`src/rtl/program_counter_unit.sv`:
```
// Program counter with next-PC selection and a circular return-address stack.
// PCResult is the registered fetch address; PCPlus is the combinational link value.
module program_counter_unit #(
  parameter int unsigned      WIDTH        = 32,
  parameter int unsigned      INCR         = 4,
  parameter logic [WIDTH-1:0] RESET_VECTOR = 32'h0000_0000,
  parameter logic [WIDTH-1:0] EXC_VECTOR   = 32'h0000_0180,
  parameter int unsigned      RAS_DEPTH    = 4
) (
  input  logic             Clk,
  input  logic             Reset,
  input  logic             Stall,
  input  logic             Exception,
  input  logic             Branch,
  input  logic             Jump,
  input  logic             Call,
  input  logic             Ret,
  input  logic [WIDTH-1:0] Target,
  output logic [WIDTH-1:0] PCResult,
  output logic [WIDTH-1:0] PCPlus,
  output logic             RasEmpty,
  output logic             RasFull,
  output logic             AlignErr,
  output logic             RasUnderflow
);

  localparam int unsigned      PW      = $clog2(RAS_DEPTH);
  localparam logic [WIDTH-1:0] INCR_W  = WIDTH'(INCR);
  localparam logic [PW:0]      DEPTH_C = (PW+1)'(RAS_DEPTH);

  logic [WIDTH-1:0] pc_q, pc_d;
  logic [WIDTH-1:0] ras_q [RAS_DEPTH];
  logic [PW-1:0]    top_q, top_d;
  logic [PW:0]      cnt_q, cnt_d;
  logic             empty_q, full_q, align_q, unf_q;
  logic             align_d, unf_d;
  logic             ras_we;
  logic [PW-1:0]    ras_wa;
  logic [WIDTH-1:0] tgt_al;
  logic             tgt_mis;
  logic             ras_nonempty;

  assign PCPlus       = pc_q + INCR_W;
  assign PCResult     = pc_q;
  assign RasEmpty     = empty_q;
  assign RasFull      = full_q;
  assign AlignErr     = align_q;
  assign RasUnderflow = unf_q;

  assign tgt_al       = {Target[WIDTH-1:2], 2'b00};
  assign tgt_mis      = |Target[1:0];
  assign ras_nonempty = (cnt_q != '0);

  // Next-PC and RAS control selection in priority order.
  // A push always lands at top+1; when the stack is full that slot is the
  // oldest entry, so the circular overwrite needs no separate handling.
  always_comb begin
    pc_d    = PCPlus;
    top_d   = top_q;
    cnt_d   = cnt_q;
    align_d = 1'b0;
    unf_d   = 1'b0;
    ras_we  = 1'b0;
    ras_wa  = top_q;
    if (Exception) begin
      pc_d = EXC_VECTOR;
    end else if (Stall) begin
      pc_d = pc_q;
    end else if (Ret && Call && ras_nonempty) begin
      pc_d    = tgt_al;
      align_d = tgt_mis;
      ras_we  = 1'b1;
      ras_wa  = top_q;
    end else if (Call) begin
      pc_d    = tgt_al;
      align_d = tgt_mis;
      ras_we  = 1'b1;
      ras_wa  = top_q + PW'(1);
      top_d   = top_q + PW'(1);
      if (cnt_q != DEPTH_C) cnt_d = cnt_q + (PW+1)'(1);
    end else if (Ret) begin
      if (ras_nonempty) begin
        pc_d  = ras_q[top_q];
        top_d = top_q - PW'(1);
        cnt_d = cnt_q - (PW+1)'(1);
      end else begin
        unf_d = 1'b1;
      end
    end else if (Jump || Branch) begin
      pc_d    = tgt_al;
      align_d = tgt_mis;
    end
  end

  // Register PC, stack pointers, status flags and event pulses.
  always_ff @(posedge Clk) begin
    if (Reset) begin
      pc_q    <= RESET_VECTOR;
      top_q   <= '0;
      cnt_q   <= '0;
      empty_q <= 1'b1;
      full_q  <= 1'b0;
      align_q <= 1'b0;
      unf_q   <= 1'b0;
    end else begin
      pc_q    <= pc_d;
      top_q   <= top_d;
      cnt_q   <= cnt_d;
      empty_q <= (cnt_d == '0);
      full_q  <= (cnt_d == DEPTH_C);
      align_q <= align_d;
      unf_q   <= unf_d;
    end
  end

  // Return-address storage; contents are don't-care while count is zero.
  always_ff @(posedge Clk) begin
    if (!Reset && ras_we) ras_q[ras_wa] <= PCPlus;
  end

endmodule

```
`config.mk`:
```
export PLATFORM = sky130hd
export DESIGN_NAME = program_counter_unit
export DESIGN_NICKNAME = d
export VERILOG_FILES = /design/src/rtl/program_counter_unit.sv
export SDC_FILE = /design/constraint.sdc
export NUM_CORES = 1
export LEC_CHECK = 0
export ABC_AREA = 1
export CAP_MARGIN = 20
export CELL_PAD_IN_SITES_DETAIL_PLACEMENT = 0
export CELL_PAD_IN_SITES_GLOBAL_PLACEMENT = 1
export CORE_MARGIN = 2
export CORE_UTILIZATION = 46
export DETAILED_ROUTE_END_ITERATION = 10
export MAX_ROUTING_LAYER = met4
export PLACE_DENSITY_LB_ADDON = 0.25
export SLEW_MARGIN = 25
export SYNTH_ARGS = -nofsm -noshare
export SYNTH_HDL_FRONTEND = slang
export SYNTH_SLANG_ARGS = --single-unit
export TNS_END_PERCENT = 5
```
`constraint.sdc`:
```
create_clock -name Clk -period 5.75 [get_ports Clk]
set_input_delay 1.4375 -clock Clk [delete_from_list [all_inputs] [get_ports Clk]]
set_output_delay 1.4375 -clock Clk [all_outputs]
set_load 0.005 [all_outputs]
```
After elaboration in Yosys (flattened, before gate mapping)
Memory sizes are Yosys's and may differ from the RTL's. A register that Yosys moved wholly into a read port is not among the register bits.
Index checks and enable logic that the tools add are counted.

storage, ports and cells
  bits in writable memories = 128
  output and inout port bits = 68
  logic and storage cells = 69
  register bits after elaboration = 41
  bits of input ports = 40
  memories = 1

memories
  memory  depth  width  rd ports  clocked after Yosys merged registers in  wr ports  RTL line  text
  ras_q   4      32     1         1                                        1         32        logic [WIDTH-1:0] ras_q [RAS_DEPTH];

cells by class
  add/subtract/negate cells = 5
  equality and inequality tests = 3
  multiplexer cells = 34
  reduce and logical (&&, ||, !) cells = 14
  bitwise logic cells = 4

operator list
  cell                                              number
  2-to-1 mux 32 bit                                 5
  adder 32 x 3 -> 32 bit, second input constant     1
  2-to-1 mux 3 bit                                  7
  2-to-1 mux 2 bit                                  9
  2-to-1 mux 9 bit                                  2
  2-to-1 mux 1 bit                                  11
  OR reduction 6 bit                                1
  AND reduction 5 bit                               1
  inverter 1 bit                                    4
  nonzero test 2 bit                                2
  OR reduction 2 bit                                2
  adder 3 x 1 -> 3 bit, second input constant       1
  == test 3 bit, second input constant              1
  logical AND 1 bit                                 3
  logical NOT 3 bit                                 1
  != test 3 bit, second input constant              1
  nonzero test 3 bit                                1
  OR reduction 3 bit                                1
  subtractor 3 x 1 -> 3 bit, second input constant  1
  adder 2 x 1 -> 2 bit, second input constant       1
  != test 2 x 1 -> 1 bit, second input constant     1
  subtractor 2 x 1 -> 2 bit, second input constant  1
  logical NOT 1 bit                                 1
  logical OR 1 bit                                  1

Longest topological paths before layout
  word-level depth = 8
  mapped depth = 14
  gate-level depth less buffers = 14

Least setup slack after synthesis
No wires, ideal clock.

  path kind = in2reg
  start = input port Call
  end = memory ras_q[0][0] (enable)
  setup slack = 1.633 ns
  stages = 7
  required time = 5.329 ns
  arrival time = 3.696 ns
  cells stage by stage = buf_6 > inv_2 > buf_2 > ha_1 > o21ai_1 > nand2_1 > nor2_1

on the way
  word-level cells in the longest chain between the ends = 8

RTL lines
  item                                    RTL line  text
  start, declared                         16        input logic Call,
  logical AND 1 bit (2 in a row)          69        end else if (Ret && Call && ras_nonempty) begin
  2-to-1 mux 1 bit                        69
  2-to-1 mux 1 bit                        67        end else if (Stall) begin
  2-to-1 mux 1 bit                        65        if (Exception) begin
  logical AND 1 bit                       118       if (!Reset && ras_we) ras_q[ras_wa] <= PCPlus;
  2-to-1 mux 1 bit                        118
  2-to-1 mux 1 bit (implied by the code)  118
  end, declared                           32

Parallel ways exist; a longest one is shown, timed or not.

Worst setup path after layout
  start = register pc_q[2] (netlist: PCResult[2])
  end = output port PCPlus[16]

on the way
  word-level cells in the longest chain between the ends = 1

RTL lines
  item                    RTL line  text
  start, declared         31        logic [WIDTH-1:0] pc_q, pc_d;
  start signal, assigned  106       pc_q <= pc_d;
  adder 32 x 3 -> 32 bit  43        assign PCPlus = pc_q + INCR_W;
  end, declared           20        output logic [WIDTH-1:0] PCPlus,

Every way passes these cells.

==> impl_summary.md <==
Outcome
The flow ran to the end, and the final reports show no timing, DRC or antenna violations.

Synthesis
The netlist area before placement is 8134 sq um. Ranked by total cell area, the synthesized netlist is headed by sky130_fd_sc_hd__edfxtp_1, sky130_fd_sc_hd__dfxtp_1, sky130_fd_sc_hd__nand2_1, sky130_fd_sc_hd__o21ai_0, sky130_fd_sc_hd__nor2_1. The number of flops mapped to enable cells by yosys is 128. The flip-flop cell with the highest count after synthesis is sky130_fd_sc_hd__edfxtp_1. In this run the mean area of a mapped cell was 9.317 sq um. sky130_fd_sc_hd__nand2_1 is the most common cell in the netlist.

Counting flops and latches in the post-synthesis netlist gives 171. The largest total area in the synthesized netlist belongs to sky130_fd_sc_hd__edfxtp_1. Counting flops with an async set or reset pin after synthesis yields a share of 0%.

The commonest cells after synthesis are sky130_fd_sc_hd__nand2_1, sky130_fd_sc_hd__edfxtp_1, sky130_fd_sc_hd__nor2_1. The share of Yosys cell area claimed by the top area cell type is 47.25%. The count of distinct cell types in the synthesized netlist is 42. The portion of the post-synthesis area used by sequential elements is 57.84%.

The number of nets produced by synthesis is 919. The number of cells produced by synthesis is 873. Yosys printed 0 warnings.

Clocking
In this run the clock root is driven by a sky130_fd_sc_hd__clkbuf_16. The number of clock buffers added by TritonCTS is 17. The level count of the clock H-tree is 4. After clock tree synthesis, the repair step resized 0 gates. TritonCTS built the clock tree.

The CTS sink count is 171. The clock edge transition at the registers on the reported setup and hold paths is 0.07 ns. The later pin in the worst-skew pair is clocked with a latency of 0.44 ns. No sink is reached through more buffers than the 2 on the longest clock path.

In this run, post-CTS hold repair placed 0 buffers. In this run the post-CTS setup repair buffer count came out at 0.

Layout
The fraction of final layout cells with drive strength greater than 1 is 9.008%. The area growth from synthesis to layout is 24.18%. 0 antenna diodes ended up in the layout. After filler insertion, the fill cell instance count of the layout stands at 1493. The net total in the final layout is 1021.

STA
The share of the clock period used by the worst path is 75.95%. The slew at the pin with the worst max-slew slack is 1.009 ns. After layout, the minimum clock period comes to 4.367 ns. Clock skew on the completed layout was measured at 0.01266 ns. Setup repair after global routing left no endpoint under its margin. The number of failing hold endpoints at the final stage came to 0. The number of pins with negative max-slew slack in the final report was 0.

Across all hold checks on the routed design, the worst slack comes to 0.5045 ns. Setup violations remaining at the end of the flow were counted as 0. The relative slew slack is 32.59%.

The highest attainable clock frequency is 229.0 MHz. In the final timing run, aggregate negative setup slack is 0 ns.

Setup path
The kind of start point of the critical path is a register. In this design, the stage delay of the slowest critical-path cell is 0.63 ns. The data required time of the critical path is 4.31 ns. The worst-case register-to-register setup slack is 2.62 ns. The data arrival time of the critical path is 2.93 ns. The category of the worst setup path capture point is an output pin.

The maximum fanout count along the critical path is 6. The library cell contributing the largest single delay on the critical path is sky130_fd_sc_hd__clkdlybuf4s50_1. The critical path goes through ha_1 -> nand3_1 -> nor2_1 -> nand3b_1 -> xor2_1 -> clkdlybuf4s50_1.

The start-to-end type of the worst setup path is reg -> out.

Routing
The routed layout has 6673 vias. Before antenna repair, the detailed router went through 7 iterations. In the routed layout, each cell is associated on average with a via count of 5.501. The detailed-route wire length is 24220 microns.

The number of DRC markers in iteration 0 is 681. The count of nets left with antenna violations once routing finished came out at 0. In the routed design, unresolved DRC markers number 0. Dividing the detail-routed wire length by the instance count gives 19.97 microns.

GRT
The initial antenna violation count is 0. The aggregate global routing overflow is 0. The total global routing track utilization is 27.53%.

The maximum number of pins on one net before global-route repair is 59. The first-pass GRT wire length is 36310 microns. The number of global-route vias before repair is 6164.

Die
After floorplanning, the core was divided into 48 placement rows. The core area is 17300 sq um. The starting density of the core is 47.03%. 108 I/O pins were placed. The die covers 18760 sq um. The vertical die dimension is 137.0 microns.

The width of the chip is 137.0 microns.

Pwr
The analysis attributes to cell leakage a power of 3.704 nW. The worst-case IR drop observed on VDD is 0.2289 mV. In this run the power density over the cells is 286.7 nW/um^2.

Placed design
At the end of routability-driven placement, the weighted congestion stood at 0.9068. The HPWL reported at the end of detailed placement is 16650 microns. Buffers placed on the I/O ports in this run total 107.

Hold path
The min-delay analysis places its worst path in the category reg -> reg.

Run
The number of max-capacitance violations reported is 0.
layout make-up:
| class | count | area (sq um) | area share [%] |
|---|---|---|---|
| well taps | 225 | 281.5 | 2.787 |
| clock buffers | 18 | 429.2 | 4.249 |
| inverters | 83 | 314.1 | 3.109 |
| flip-flops and latches | 171 | 4706 | 46.59 |
| clock inverters | 14 | 206.4 | 2.044 |
| repair buffers | 118 | 1194 | 11.82 |
| multi-input cells | 584 | 2970 | 29.41 |
per-layer routing:
layer	vias to the layer above	wire length [microns]	GRT usage [%]
li1	3159	-	-
met1	3140	11050	39.72
met2	337	10670	39.44
met3	37	1977	5.222
met4	0	523	8.419
met5	-	0	-
state kept, by name, summed over array words and instances, names as in the netlist, named ones only:
| name | flops |
|---|---|
| RasFull | 1 |
| cnt_q | 3 |
| top_q | 2 |
| ras_q | 128 |
| AlignErr | 1 |
| RasUnderflow | 1 |
| PCResult | 32 |
| RasEmpty | 1 |
stage by stage:
stage / power (mW) / std cells / setup WS [ns] / utilization, % / area [sq um]
floorplan: 1.535 / 873 / 1.633 / - / 8134
global placement: 1.668 / 1179 / 1.105 / 54.41 / 9410
detailed placement: 1.669 / 1181 / 1.129 / 54.72 / 9465
CTS: 2.899 / 1213 / 1.416 / 58.40 / 10100
global route: 2.970 / 1213 / 1.267 / 58.40 / 10100
finish: 2.896 / 1213 / 1.383 / 58.40 / 10100
cells in the final DEF, fill, tap and decap left out, types with 17 or more instances in the layout:
| cell | netlist | layout |
|---|---|---|
| sky130_fd_sc_hd__nand2_1 | 192 | 192 |
| sky130_fd_sc_hd__edfxtp_1 | 128 | 128 |
| sky130_fd_sc_hd__nor2_1 | 111 | 107 |
| sky130_fd_sc_hd__clkdlybuf4s50_1 | 0 | 107 |
| sky130_fd_sc_hd__o21ai_0 | 88 | 88 |
| sky130_fd_sc_hd__inv_1 | 73 | 73 |
| sky130_fd_sc_hd__dfxtp_1 | 43 | 42 |
| sky130_fd_sc_hd__o22ai_1 | 29 | 29 |
| sky130_fd_sc_hd__nand3_1 | 27 | 27 |
| sky130_fd_sc_hd__a21oi_1 | 27 | 27 |
| sky130_fd_sc_hd__clkbuf_16 | 0 | 17 |
critical path, delay by kind of cell (launching register included):
kind | cells | cell delay (ns)
DFF | 1 | 0.46
and+or+nand+nor | 3 | 0.53
buffers and inverters | 1 | 0.63
xor gates and xnor gates | 1 | 0.62
adders and majority gates | 1 | 0.24
power breakdown:
group          total (mW)  leakage [nW]  internal [mW]  switching, mW
Clock                1.25         0.313          0.740          0.511
Sequential           1.36          1.52           1.34         0.0221
Combinational       0.284          1.87          0.110          0.174
Total                2.90          3.70           2.19          0.707
path summary, 6_finish.rpt:
kind	from	to	depth (start not counted)
hold reg to reg	PCResult[31]	PCResult[31]	2
setup / recovery	PCResult[2]	PCPlus[16]	6
setup reg to reg	cnt_q[0]	ras_q[1][19]	11
hold / removal	PCResult[31]	PCResult[31]	2
cells by family (layout without fill, tap and decap cells):
| group | count (synthesis) | after routing | share of synthesized area (%) |
|---|---|---|---|
| simple gates | 374 | 374 | 19.72 |
| compound gates | 181 | 181 | 12.57 |
| flops | 171 | 171 | 57.84 |
| buf+inv | 118 | 233 | 6.014 |
| xor+xnor | 23 | 23 | 2.938 |
| fa+ha+maj | 6 | 6 | 0.9229 |
No activity file was read; power rests on OpenSTA's default activity.
